**src/rtl/alu_mc_if.sv**
```systemverilog
// alu_mc_if: request/response bundle for the multi-cycle ALU.
//   Request side : valid_i, ready_o, op_i[2:0], src1_i, src2_i
//   Response side: valid_o, ready_i, result_o, busy_o
//   slave  modport - the ALU itself
//   master modport - the issuing/consuming agent
interface alu_mc_if #(
  parameter int WIDTH = 32
);
  logic             valid_i;
  logic             ready_o;
  logic [2:0]       op_i;
  logic [WIDTH-1:0] src1_i;
  logic [WIDTH-1:0] src2_i;
  logic             valid_o;
  logic             ready_i;
  logic [WIDTH-1:0] result_o;
  logic             busy_o;

  modport slave (
    input  valid_i, op_i, src1_i, src2_i, ready_i,
    output ready_o, valid_o, result_o, busy_o
  );

  modport master (
    output valid_i, op_i, src1_i, src2_i, ready_i,
    input  ready_o, valid_o, result_o, busy_o
  );
endinterface

```
**src/rtl/alu_mc.sv**
```systemverilog
// alu_mc: multi-cycle ALU with registered result and valid/ready handshakes.
//   clk_i  - clock, rising edge
//   rst_i  - asynchronous active-low reset
//   bus    - alu_mc_if.slave: request (valid_i/ready_o/op_i/src1_i/src2_i),
//            response (valid_o/ready_i/result_o), busy_o (multiply running)
// Ops: 000 AND, 001 XOR, 010 SLL, 011 ADD, 100 SUB, 101 MUL (low half),
//      110 ADD, 111 SRA. One request in flight; MUL is iterative shift-add.
// Build option: ALU_RADIX4_MUL_EN retires 2 multiplier bits per edge
// (MUL latency WIDTH/2 instead of WIDTH); results are identical.
module alu_mc #(
  parameter int WIDTH = 32,
  parameter int SHW   = $clog2(WIDTH)
) (
  input logic     clk_i,
  input logic     rst_i,
  alu_mc_if.slave bus
);

`ifdef ALU_RADIX4_MUL_EN
  localparam int STEP = 2;
`else
  localparam int STEP = 1;
`endif
  // The accept edge already performs the first iteration, so the counter
  // covers the remaining WIDTH/STEP-1 edges spent in S_MUL.
  localparam logic [SHW-1:0] CNT_INIT = SHW'(WIDTH / STEP - 1);

  typedef enum logic [1:0] {
    S_IDLE = 2'd0,
    S_MUL  = 2'd1,
    S_DONE = 2'd2
  } state_t;

  state_t           r_state, w_state_nxt;
  logic [WIDTH-1:0] r_result, w_result_nxt;
  logic [WIDTH-1:0] r_mcand, w_mcand_nxt;
  logic [WIDTH-1:0] r_mplier, w_mplier_nxt;
  logic [WIDTH-1:0] r_acc, w_acc_nxt;
  logic [SHW-1:0]   r_cnt, w_cnt_nxt;

  logic [WIDTH-1:0] w_alu;
  logic [SHW-1:0]   w_shamt;
  logic [WIDTH-1:0] w_mc_in, w_mp_in, w_acc_in, w_pp;
  logic [WIDTH-1:0] w_mc_step, w_mp_step, w_acc_step;
  logic             w_ready, w_valid, w_busy;

  // Single-cycle operations
  always_comb begin
    w_shamt = bus.src2_i[SHW-1:0];
    w_alu   = '0;
    case (bus.op_i)
      3'b000:         w_alu = bus.src1_i & bus.src2_i;
      3'b001:         w_alu = bus.src1_i ^ bus.src2_i;
      3'b010:         w_alu = bus.src1_i << w_shamt;
      3'b011, 3'b110: w_alu = bus.src1_i + bus.src2_i;
      3'b100:         w_alu = bus.src1_i - bus.src2_i;
      3'b111:         w_alu = $signed(bus.src1_i) >>> w_shamt;
      default:        w_alu = '0;
    endcase
  end

  // One shift-add iteration; in IDLE it runs on the incoming operands so the
  // accept edge doubles as the first multiply step.
  always_comb begin
    w_mc_in  = (r_state == S_IDLE) ? bus.src1_i : r_mcand;
    w_mp_in  = (r_state == S_IDLE) ? bus.src2_i : r_mplier;
    w_acc_in = (r_state == S_IDLE) ? '0         : r_acc;
    w_pp     = '0;
`ifdef ALU_RADIX4_MUL_EN
    case (w_mp_in[1:0])
      2'b01:   w_pp = w_mc_in;
      2'b10:   w_pp = w_mc_in << 1;
      2'b11:   w_pp = w_mc_in + (w_mc_in << 1);
      default: w_pp = '0;
    endcase
    w_mc_step = w_mc_in << 2;
    w_mp_step = w_mp_in >> 2;
`else
    if (w_mp_in[0]) w_pp = w_mc_in;
    w_mc_step = w_mc_in << 1;
    w_mp_step = w_mp_in >> 1;
`endif
    w_acc_step = w_acc_in + w_pp;
  end

  // Next-state and output decode
  always_comb begin
    w_state_nxt  = r_state;
    w_result_nxt = r_result;
    w_mcand_nxt  = r_mcand;
    w_mplier_nxt = r_mplier;
    w_acc_nxt    = r_acc;
    w_cnt_nxt    = r_cnt;
    w_ready      = 1'b0;
    w_valid      = 1'b0;
    w_busy       = 1'b0;
    case (r_state)
      S_IDLE: begin
        w_ready = 1'b1;
        if (bus.valid_i) begin
          if (bus.op_i == 3'b101) begin
            w_mcand_nxt  = w_mc_step;
            w_mplier_nxt = w_mp_step;
            w_acc_nxt    = w_acc_step;
            w_cnt_nxt    = CNT_INIT;
            w_state_nxt  = S_MUL;
          end else begin
            w_result_nxt = w_alu;
            w_state_nxt  = S_DONE;
          end
        end
      end
      S_MUL: begin
        w_busy       = 1'b1;
        w_mcand_nxt  = w_mc_step;
        w_mplier_nxt = w_mp_step;
        w_acc_nxt    = w_acc_step;
        w_cnt_nxt    = r_cnt - SHW'(1);
        if (r_cnt == SHW'(1)) begin
          w_result_nxt = w_acc_step;
          w_state_nxt  = S_DONE;
        end
      end
      S_DONE: begin
        w_valid = 1'b1;
        if (bus.ready_i) w_state_nxt = S_IDLE;
      end
      default: w_state_nxt = S_IDLE;
    endcase
  end

  always_ff @(posedge clk_i or negedge rst_i) begin
    if (!rst_i) begin
      r_state  <= S_IDLE;
      r_result <= '0;
      r_mcand  <= '0;
      r_mplier <= '0;
      r_acc    <= '0;
      r_cnt    <= '0;
    end else begin
      r_state  <= w_state_nxt;
      r_result <= w_result_nxt;
      r_mcand  <= w_mcand_nxt;
      r_mplier <= w_mplier_nxt;
      r_acc    <= w_acc_nxt;
      r_cnt    <= w_cnt_nxt;
    end
  end

  assign bus.ready_o  = w_ready;
  assign bus.valid_o  = w_valid;
  assign bus.busy_o   = w_busy;
  assign bus.result_o = r_result;

endmodule

```
**src/flat_wrapper.sv**
```systemverilog
// flat-port wrapper written by rule: the top's interface ports become plain ports
module alu_mc_flat 
#(
  parameter int WIDTH = 32,
  parameter int SHW   = $clog2(WIDTH)
)
  (clk_i, rst_i, bus_valid_i, bus_op_i, bus_src1_i, bus_src2_i, bus_ready_i, bus_ready_o, bus_valid_o, bus_result_o, bus_busy_o);
  alu_mc_if #(.WIDTH(WIDTH)) bus_i ();
  input logic clk_i;
  input logic rst_i;
  input wire logic [$bits(bus_i.valid_i)-1:0] bus_valid_i;
  input wire logic [$bits(bus_i.op_i)-1:0] bus_op_i;
  input wire logic [$bits(bus_i.src1_i)-1:0] bus_src1_i;
  input wire logic [$bits(bus_i.src2_i)-1:0] bus_src2_i;
  input wire logic [$bits(bus_i.ready_i)-1:0] bus_ready_i;
  output wire logic [$bits(bus_i.ready_o)-1:0] bus_ready_o;
  output wire logic [$bits(bus_i.valid_o)-1:0] bus_valid_o;
  output wire logic [$bits(bus_i.result_o)-1:0] bus_result_o;
  output wire logic [$bits(bus_i.busy_o)-1:0] bus_busy_o;
  assign bus_i.valid_i = bus_valid_i;
  assign bus_i.op_i = bus_op_i;
  assign bus_i.src1_i = bus_src1_i;
  assign bus_i.src2_i = bus_src2_i;
  assign bus_i.ready_i = bus_ready_i;
  assign bus_ready_o = bus_i.ready_o;
  assign bus_valid_o = bus_i.valid_o;
  assign bus_result_o = bus_i.result_o;
  assign bus_busy_o = bus_i.busy_o;
  alu_mc #(.WIDTH(WIDTH), .SHW(SHW)) u_core (.clk_i(clk_i), .rst_i(rst_i), .bus(bus_i));
endmodule
```
**config.mk**
```make
export PLATFORM = sky130hd
export DESIGN_NAME = alu_mc_flat
export DESIGN_NICKNAME = d
export VERILOG_FILES = /design/src/rtl/alu_mc_if.sv /design/src/rtl/alu_mc.sv /design/src/flat_wrapper.sv
export SDC_FILE = /design/constraint.sdc
export NUM_CORES = 1
export LEC_CHECK = 0
export CAP_MARGIN = 10
export CORE_ASPECT_RATIO = 0.6
export CORE_MARGIN = 8
export CORE_UTILIZATION = 25
export CTS_CLUSTER_SIZE = 25
export DETAILED_ROUTE_END_ITERATION = 8
export PLACE_DENSITY_LB_ADDON = 0.2
export SLEW_MARGIN = 20
export SYNTH_ARGS = -nofsm -noshare
export SYNTH_HDL_FRONTEND = slang
export SYNTH_SLANG_ARGS = --single-unit
```
**constraint.sdc**
```tcl
create_clock -name clk_i -period 4.01 [get_ports clk_i]
set_clock_uncertainty 0.15 [all_clocks]
set_input_delay 0.401 -clock clk_i [delete_from_list [all_inputs] [get_ports clk_i]]
set_output_delay 0.401 -clock clk_i [all_outputs]
set_load 0.005 [all_outputs]
```
==> results of run 1 <==
==> layout by cell type (no fill, tap or decap), drive strengths merged, types with 28 or more instances in the layout <==
| cell | synthesis | final |
|---|---|---|
| inv | 36 | 44 |
| xnor2 | 45 | 45 |
| clkdlybuf4s50 | 0 | 93 |
| mux4 | 41 | 41 |
| o21ai | 211 | 211 |
| nor3 | 30 | 30 |
| a211oi | 29 | 29 |
| nand2 | 232 | 232 |
| ha | 98 | 98 |
| nor2b | 42 | 42 |
| a21oi | 114 | 114 |
| nor2 | 180 | 180 |
| xor2 | 36 | 36 |
| mux2i | 142 | 142 |
| nand3 | 28 | 28 |
| buf | 37 | 443 |
| dfrtp | 133 | 133 |
==> area by class of cell <==
type,count,area (µm²),share of cell area
Timing Repair Buffer,540,4480,0.212
Sequential cell,133,3330,0.158
Multi-Input combinational cell,1555,11600,0.550
Tap cell,781,977,0.0464
Clock buffer,18,429,0.0204
Clock inverter,14,139,0.00659
Inverter,37,141,0.00671
==> tightest hold or removal path, delay by kind of cell <==
family | cells | cell delay [ns]
buffers and inverters | 2 | 0.25
multiplexers | 1 | 0.08
AO/OA/AOI/OAI | 1 | 0.13
==> power groups by stage <==
stage	sequential, mW	combinational (mW)	clock (mW)
floorplan	2.24	2.76	0
global placement	2.38	5.41	0
detailed placement	2.39	5.46	0
CTS	2.38	5.61	1.69
global route	2.47	6.50	1.73
finish	2.39	6.00	1.64
==> logic make-up (layout without fill, tap and decap cells) <==
kind of cell | after synthesis | in the layout | share of synthesized area
XOR/XNOR | 81 | 81 | 0.0476
buffers and inverters | 163 | 609 | 0.0467
flip-flops | 133 | 133 | 0.223
AND/OR/NAND/NOR | 596 | 596 | 0.182
AO/OA/AOI/OAI | 568 | 568 | 0.238
adder cells (fa/ha/maj) | 100 | 100 | 0.0849
multiplexers | 210 | 210 | 0.178
==> synth_stat cells (14+ instances only) <==
library cell,count
mux2i_1,142
o21a_1,17
a211oi_1,28
o21ai_0,208
xnor2_1,45
nor3_1,29
inv_1,35
mux2_2,27
a21o_1,23
nor2b_1,42
a31oi_1,20
xor2_1,36
clkbuf_1,88
nand2_1,232
nand2b_1,16
o22ai_1,22
nand3_1,26
a21oi_1,113
buf_2,14
o211ai_1,20
ha_1,98
dfrtp_1,133
mux4_2,41
nor2_1,179
==> worst max path at each step <==
stage,startpoint,end,depth (start not counted)
after detailed placement,bus_src2_i[10],u_core.bus.result_o[28],18
after CTS,bus_src2_i[7],u_core.bus.result_o[28],18
after global routing,u_core.r_state[0],u_core.r_acc[25],21
after global placement,bus_src2_i[10],u_core.bus.result_o[28],18
final,bus_src2_i[7],u_core.bus.result_o[31],19
after floorplan,bus_src2_i[10],u_core.bus.result_o[28],17
==> registers in the layout, indices dropped and copies added (netlist names) <==
| name | count |
|---|---|
| u_core.bus.result_o | 32 |
| u_core.r_cnt | 5 |
| u_core.r_mcand | 31 |
| u_core.r_state | 2 |
| u_core.r_acc | 32 |
| u_core.r_mplier | 31 |
==> metal layers <==
| metal | global-route usage | wire length, µm | vias up | share of wire |
|---|---|---|---|---|
| li1 | - | - | 7688 | - |
| met1 | 0.325 | 38500 | 8029 | 0.50 |
| met2 | 0.296 | 29800 | 569 | 0.39 |
| met3 | 0.0783 | 7620 | 42 | 0.099 |
| met4 | 0.0251 | 696 | 2 | 0.0091 |
| met5 | 0 | 13 | - | 0.00017 |
==> what timing repair did <==
action | 4_1_cts | 5_1_grt
endpoints found under the setup margin | 27 | 33
gates resized for setup | 71 | 114
pin swaps | 42 | 71
gates cloned | 0 | 1
setup buffers | 19 | 14
endpoints found under the hold margin | 73 | 0
hold buffers | 1 | 0
==> per-stage QoR <==
| stage | instance area, µm² | setup slack [ns] |
|---|---|---|
| after detailed placement | 19500 | -0.894 |
| after global placement | 19500 | -0.898 |
| final | 21100 | -0.0146 |
| after floorplan | 15000 | -0.0507 |
| after CTS | 20500 | -0.145 |
| after global routing | 21100 | -0.169 |
==> Flow_metrics.wiki, run 1 <==
{| class="wikitable"
! Metric !! Value
|-
| Crit start category || primary input
|-
| Number of nets in the layout || 2455
|-
| Crit path buffers/inverters || 3
|-
| Clock insertion delay at the later pin of the skew report || 0.47 ns
|-
| Hold path startpoint || bus_src2_i[9]
|-
| Portion of total power attributed to combinational logic || 0.599
|-
| Mean instance size in the synthesized netlist || 8.05 µm²
|-
| Pin count of the biggest net entering global routing || 93
|-
| I/O Pins || 106
|-
| Result of the run || finished with violations
|-
| Register-to-Register Path Depth || 18
|-
| Worst path slowest cell || or4_4
|-
| Post-synthesis instance total || 1851
|-
| Static leakage power || 9.43 nW
|-
| FF-to-FF setup slack || 0.03 ns
|-
| DR iter-0 viols || 1738
|-
| Fill cell total of the finished layout || 6263
|-
| Max FO, Critical Path || 3
|-
| DRC violations left || 0
|-
| Clock network fraction of design power || 0.163
|-
| H-tree depth || 4
|-
| TritonCTS buffer count || 17
|-
| Power density over the cells || 476 nW/µm²
|-
| Crit-path cells || buf_6 > or4_4 > or3_4 > or3_4 > nor2_4 > buf_6 > a31oi_4 > xnor2_1 > ha_1 > nand2_2 > or3_4 > nor2_2 > o21ai_1 > buf_4 > a21boi_4 > o21ai_2 > a211o_1 > a21o_1 > nand3_2
|-
| Max Buffers Root-to-Sink || 2
|-
| Flops & latches, synth || 133
|-
| Area growth from synthesis to layout || 41.3%
|-
| Finished Core Util || 0.357
|-
| Top_reg_cell synth || dfrtp_1
|-
| Number of library cell types mapped by synthesis || 86
|-
| Cell Count Post-Placement || 3014
|-
| Type of the setup path with the least slack || in2reg
|-
| Tmin final || 4.02 ns
|-
| TritonCTS clock tree || built
|-
| Kind of cell adding the most delay to the critical path || simple AND/OR/NAND/NOR gates
|-
| Die Wd || 331 µm
|-
| Antenna-violating nets left || 0
|-
| Total nets after synthesis || 2022
|-
| Detail-routed net length per standard cell || 24.9 µm
|-
| Synth async-reset ratio || 1.00
|-
| Stage delay of the slowest cell on the critical path || 0.56 ns
|-
| Final Max Tran Viols || 0
|-
| Summed instance area of the synthesized netlist || 14900 µm²
|-
| Sequential power share || 0.238
|-
| Worst Hold Slack || 0.286 ns
|-
| GRT overflow || 0
|-
| Total Negative Setup Slacks || -0.0263 ns
|-
| Clock Pin Slew Worst Setup and Hold Paths || 0.07 ns
|-
| Depth of the worst hold-timing path || 4
|-
| Buffer cell driving the clock tree root || clkbuf_16
|-
| Synth area leader || dfrtp_1
|-
| Switch Pwr || 4.34 mW
|-
| Number of placement rows || 69
|-
| Worst Hold Path EP || u_core.r_mplier[8]
|-
| Internal || 5.68 mW
|-
| Wire length of the first global-routing pass || 109 mm
|-
| Final setup violation count || 2
|-
| Worst r2r src || u_core.r_state[0]
|-
| Share of cells above drive strength 1 || 0.294
|-
| RSZ-0062 raised after global routing || yes
|-
| Remaining max-slew budget at the tightest pin || 0.429
|-
| Number of warning messages in the yosys log || 0
|-
| Vias after detailed routing || 16300
|-
| Proportion of total power due to net switching || 0.433
|-
| DRT Wirelength || 76.6 mm
|-
| Max-cap violation count || 0
|-
| Data arrival time of the critical path || 4.27 ns
|-
| Final cycle utilization of the critical path || 1.00
|-
| Post-DP HPWL || 62.0 mm
|-
| Total die area || 68000 µm²
|-
| Endpoint type of the worst setup path || flip-flop
|-
| Die H || 205 µm
|-
| Least setup slack across all paths after layout || -0.0146 ns
|-
| Count of flip-flops with a built-in enable after synthesis || 0
|-
| Initial antenna violation count || 1
|-
| Total inserted antenna cells || 0
|-
| Worst min path class || in2reg
|-
| Violations in the final reports || setup timing
|-
| Core Footprint || 59100 µm²
|-
| Maximum clock frequency || 0.248 GHz
|-
| Number of detailed-route iterations in the first pass || 6
|-
| Number of standard cells in the final layout excluding fillers || 3078
|-
| Top post-synthesis cells by area || dfrtp_1 (22%), mux2i_1 (9.5%), ha_1 (8.2%)
|-
| Number of global-route vias before repair || 15500
|-
| All-Layer GR Usage || 0.216
|-
| Cell repeated most along the worst path || or3_4
|-
| Clk sinks || 133
|-
| Slew @ Worst Pin || 0.847 ns
|-
| Top-area cell type share of the netlist area || 0.223
|-
| Effective utilization at floorplan || 0.252
|-
| Count of buffers inserted at the top-level ports || 105
|-
| Required time of the critical path || 4.26 ns
|-
| Worst r2r dst || u_core.bus.result_o[30]
|-
| Via-to-Cell Ratio || 5.31
|-
| GP Congestion || 0.976
|-
| Hold Fails Final Rpt || 0
|-
| Tot Pwr || 10.0 mW
|-
| IR Drop Worst-Case VDD || 325 µV
|-
| Sequential fraction of the synthesis area || 0.223
|}
Power figures use the tool's default switching activity.
==> run 2, diff against run 1 <==
CORE_UTILIZATION = 45   (was 25)
==> Flow_metrics.wiki, run 2 (synthesis results as in run 1) <==
{| class="wikitable"
! Metric !! Value
|-
| Worst min path class || in2reg
|-
| DRT Wirelength || 71.7 mm (-6.3%)
|-
| Combined area of the multi-input logic cells || 11400 µm² (-1.8%)
|-
| Type of the setup path with the least slack || in2reg
|-
| Wire length of the first global-routing pass || 103 mm (-5.4%)
|-
| RSZ-0062 raised after global routing || yes
|-
| Number of placement rows || 51 (-26%)
|-
| All-Layer GR Usage || 0.352 (+0.136)
|-
| Static leakage power || 9.16 nW (-2.9%)
|-
| TritonCTS clock tree || built
|-
| Fill cell total of the finished layout || 2896 (-54%)
|-
| Power density over the cells || 482 nW/µm² (+1.3%)
|-
| Max FO, Critical Path || 3 (unchanged)
|-
| Commonest cells after routing, fill and taps aside || buf_4 (364), nand2_1 (229), o21ai_0 (189)
|-
| Count of buffers inserted at the top-level ports || 105 (unchanged)
|-
| Worst Hold Slack || 0.244 ns (-0.0425 ns)
|-
| Pin count of the biggest net entering global routing || 90 (-3.2%)
|-
| Final Max Tran Viols || 0 (unchanged)
|-
| Crit start category || primary input
|-
| Number of detailed-route iterations in the first pass || 5 (-1)
|-
| H-tree depth || 4 (unchanged)
|-
| Clock insertion delay at the later pin of the skew report || 0.45 ns (-0.02 ns)
|-
| Clock Pin Slew Worst Setup and Hold Paths || 0.06 ns (about the same)
|-
| Least setup slack across all paths after layout || 0.0222 ns (+0.0368 ns)
|-
| Required time of the critical path || 4.18 ns (-0.08 ns)
|-
| Maximum clock frequency || 0.251 GHz (+0.92%)
|-
| Remaining max-slew budget at the tightest pin || 0.380 (-0.0490)
|-
| Area growth from synthesis to layout || 34.3%
|-
| GP Congestion || 1.05 (+8.1%)
|-
| DRC violations left || 0 (unchanged)
|-
| TritonCTS buffer count || 17 (unchanged)
|-
| Leading cell type in the layout, fill and taps excluded || buf_4
|-
| Initial antenna violation count || 4 (+3)
|-
| Register Area || 3330 µm² (unchanged)
|-
| Minimum setup slack after placement || -0.800 ns (+0.0941 ns)
|-
| Final cycle utilization of the critical path || 0.994 (-0.00917)
|-
| Result of the run || completed
|-
| Max-cap violation count || 0 (unchanged)
|-
| Data arrival time of the critical path || 4.16 ns (-0.11 ns)
|-
| Number of nets in the layout || 2404 (-2.1%)
|-
| Max Buffers Root-to-Sink || 2 (unchanged)
|-
| Core Footprint || 32500 µm² (-45%)
|-
| Clk sinks || 133 (unchanged)
|-
| Total die area || 39400 µm² (-42%)
|-
| Post-DP HPWL || 55.5 mm (-10%)
|-
| Detail-routed net length per standard cell || 26.9 µm (+8.0%)
|-
| I/O Pins || 106 (unchanged)
|-
| Share of cells above drive strength 1 || 0.269 (-0.0251)
|-
| Buffer cell driving the clock tree root || clkbuf_16
|-
| Vias after detailed routing || 16900 (+3.5%)
|-
| Slew @ Worst Pin || 0.931 ns (+0.0842 ns)
|-
| DR iter-0 viols || 1976 (+14%)
|-
| Via-to-Cell Ratio || 6.33 (+19%)
|-
| Tmin final || 3.99 ns (-0.0368 ns)
|-
| Number of global-route vias before repair || 15700 (+1.1%)
|-
| IR Drop Worst-Case VDD || 342 µV (+5.2%)
|-
| Final setup violation count || 0 (-2)
|-
| Hold Fails Final Rpt || 0 (unchanged)
|-
| Antenna-violating nets left || 0 (unchanged)
|-
| Die H || 157 µm (-23%)
|-
| GRT overflow || 0 (unchanged)
|-
| Endpoint type of the worst setup path || flip-flop
|-
| Die Wd || 251 µm (-24%)
|-
| Effective utilization at floorplan || 0.458 (+0.206)
|}
==> run 2: cell type report <==
class	count	area share
clock buffer	19	0.0221
sequential	133	0.166
tap	424	0.0265
multi-input combinational	1555	0.568
timing repair buffer	489	0.202
inverter	37	0.00706
clock inverter	11	0.00762
antenna	2	0.000250
==> run 2: repair_timing <==
item | CTS | global route
endpoints found under the setup margin | 22 | 30
pin swaps | 32 | 58
setup buffers | 9 | 13
hold endpoints to repair | 88 | 0
hold buffers | 1 | 0
resized for setup | 41 | 92
cloned | 0 | 1
==> run 2: worst paths after layout <==
kind,start,end,slack [ns],cells after the start
max in group asynchronous,rst_i,u_core.r_mcand[8],2.40,3
min in group asynchronous,rst_i,u_core.r_acc[19],0.50,2
worst min register to register,u_core.r_acc[26],u_core.r_acc[26],0.32,2
worst max register to register,u_core.r_state[1],u_core.bus.result_o[28],0.03,15
worst min-delay path,bus_src2_i[8],u_core.r_mplier[7],0.24,4
worst max-delay path,bus_src2_i[7],u_core.bus.result_o[30],0.02,18
==> run 2: worst max-delay path: stages <==
cell       delay (ns)
buf_6            0.09
or4_4            0.54
or3_4            0.36
or3_4            0.37
nor2_4           0.12
nand2_2          0.09
o21ai_2          0.12
xor2_1           0.19
ha_1             0.30
buf_6            0.13
a21o_1           0.20
a21oi_2          0.16
o21bai_1         0.11
a2111oi_2        0.37
a32oi_1          0.18
mux2i_1          0.16
nor3_2           0.17
a21oi_1          0.08
==> run 2: routing by layer <==
metal	track usage	up-vias	share of wire
li1	-	7588	-
met1	0.502	8086	0.45
met2	0.466	1088	0.38
met3	0.154	133	0.14
met4	0.105	4	0.033
met5	0	-	0.00026
==> run 2: metrics by stage <==
step | cells | TNS, ns | power [mW] | cell area (µm²) | util
2_1_floorplan | 1851 | -0.0924 | 5.01 | 15000 | -
3_3_place_gp | 2617 | -12.17 | 7.42 | 18800 | 0.578
3_5_place_dp | 2617 | -13.96 | 7.53 | 18800 | 0.578
4_1_cts | 2656 | -0.0933 | 9.30 | 19600 | 0.601
5_1_grt | 2670 | -0.490 | 10.2 | 20000 | 0.615
6_report | 2670 | 0 | 9.65 | 20000 | 0.615
==> run 2: where the power goes <==
part           leakage [nW]  internal (mW)  switching, mW  total, mW
clock                 0.282          0.993          0.708       1.70
combinational          7.21           2.54           3.05       5.59
sequential             1.67           1.96          0.400       2.36
total                  9.16           5.49           4.16       9.65
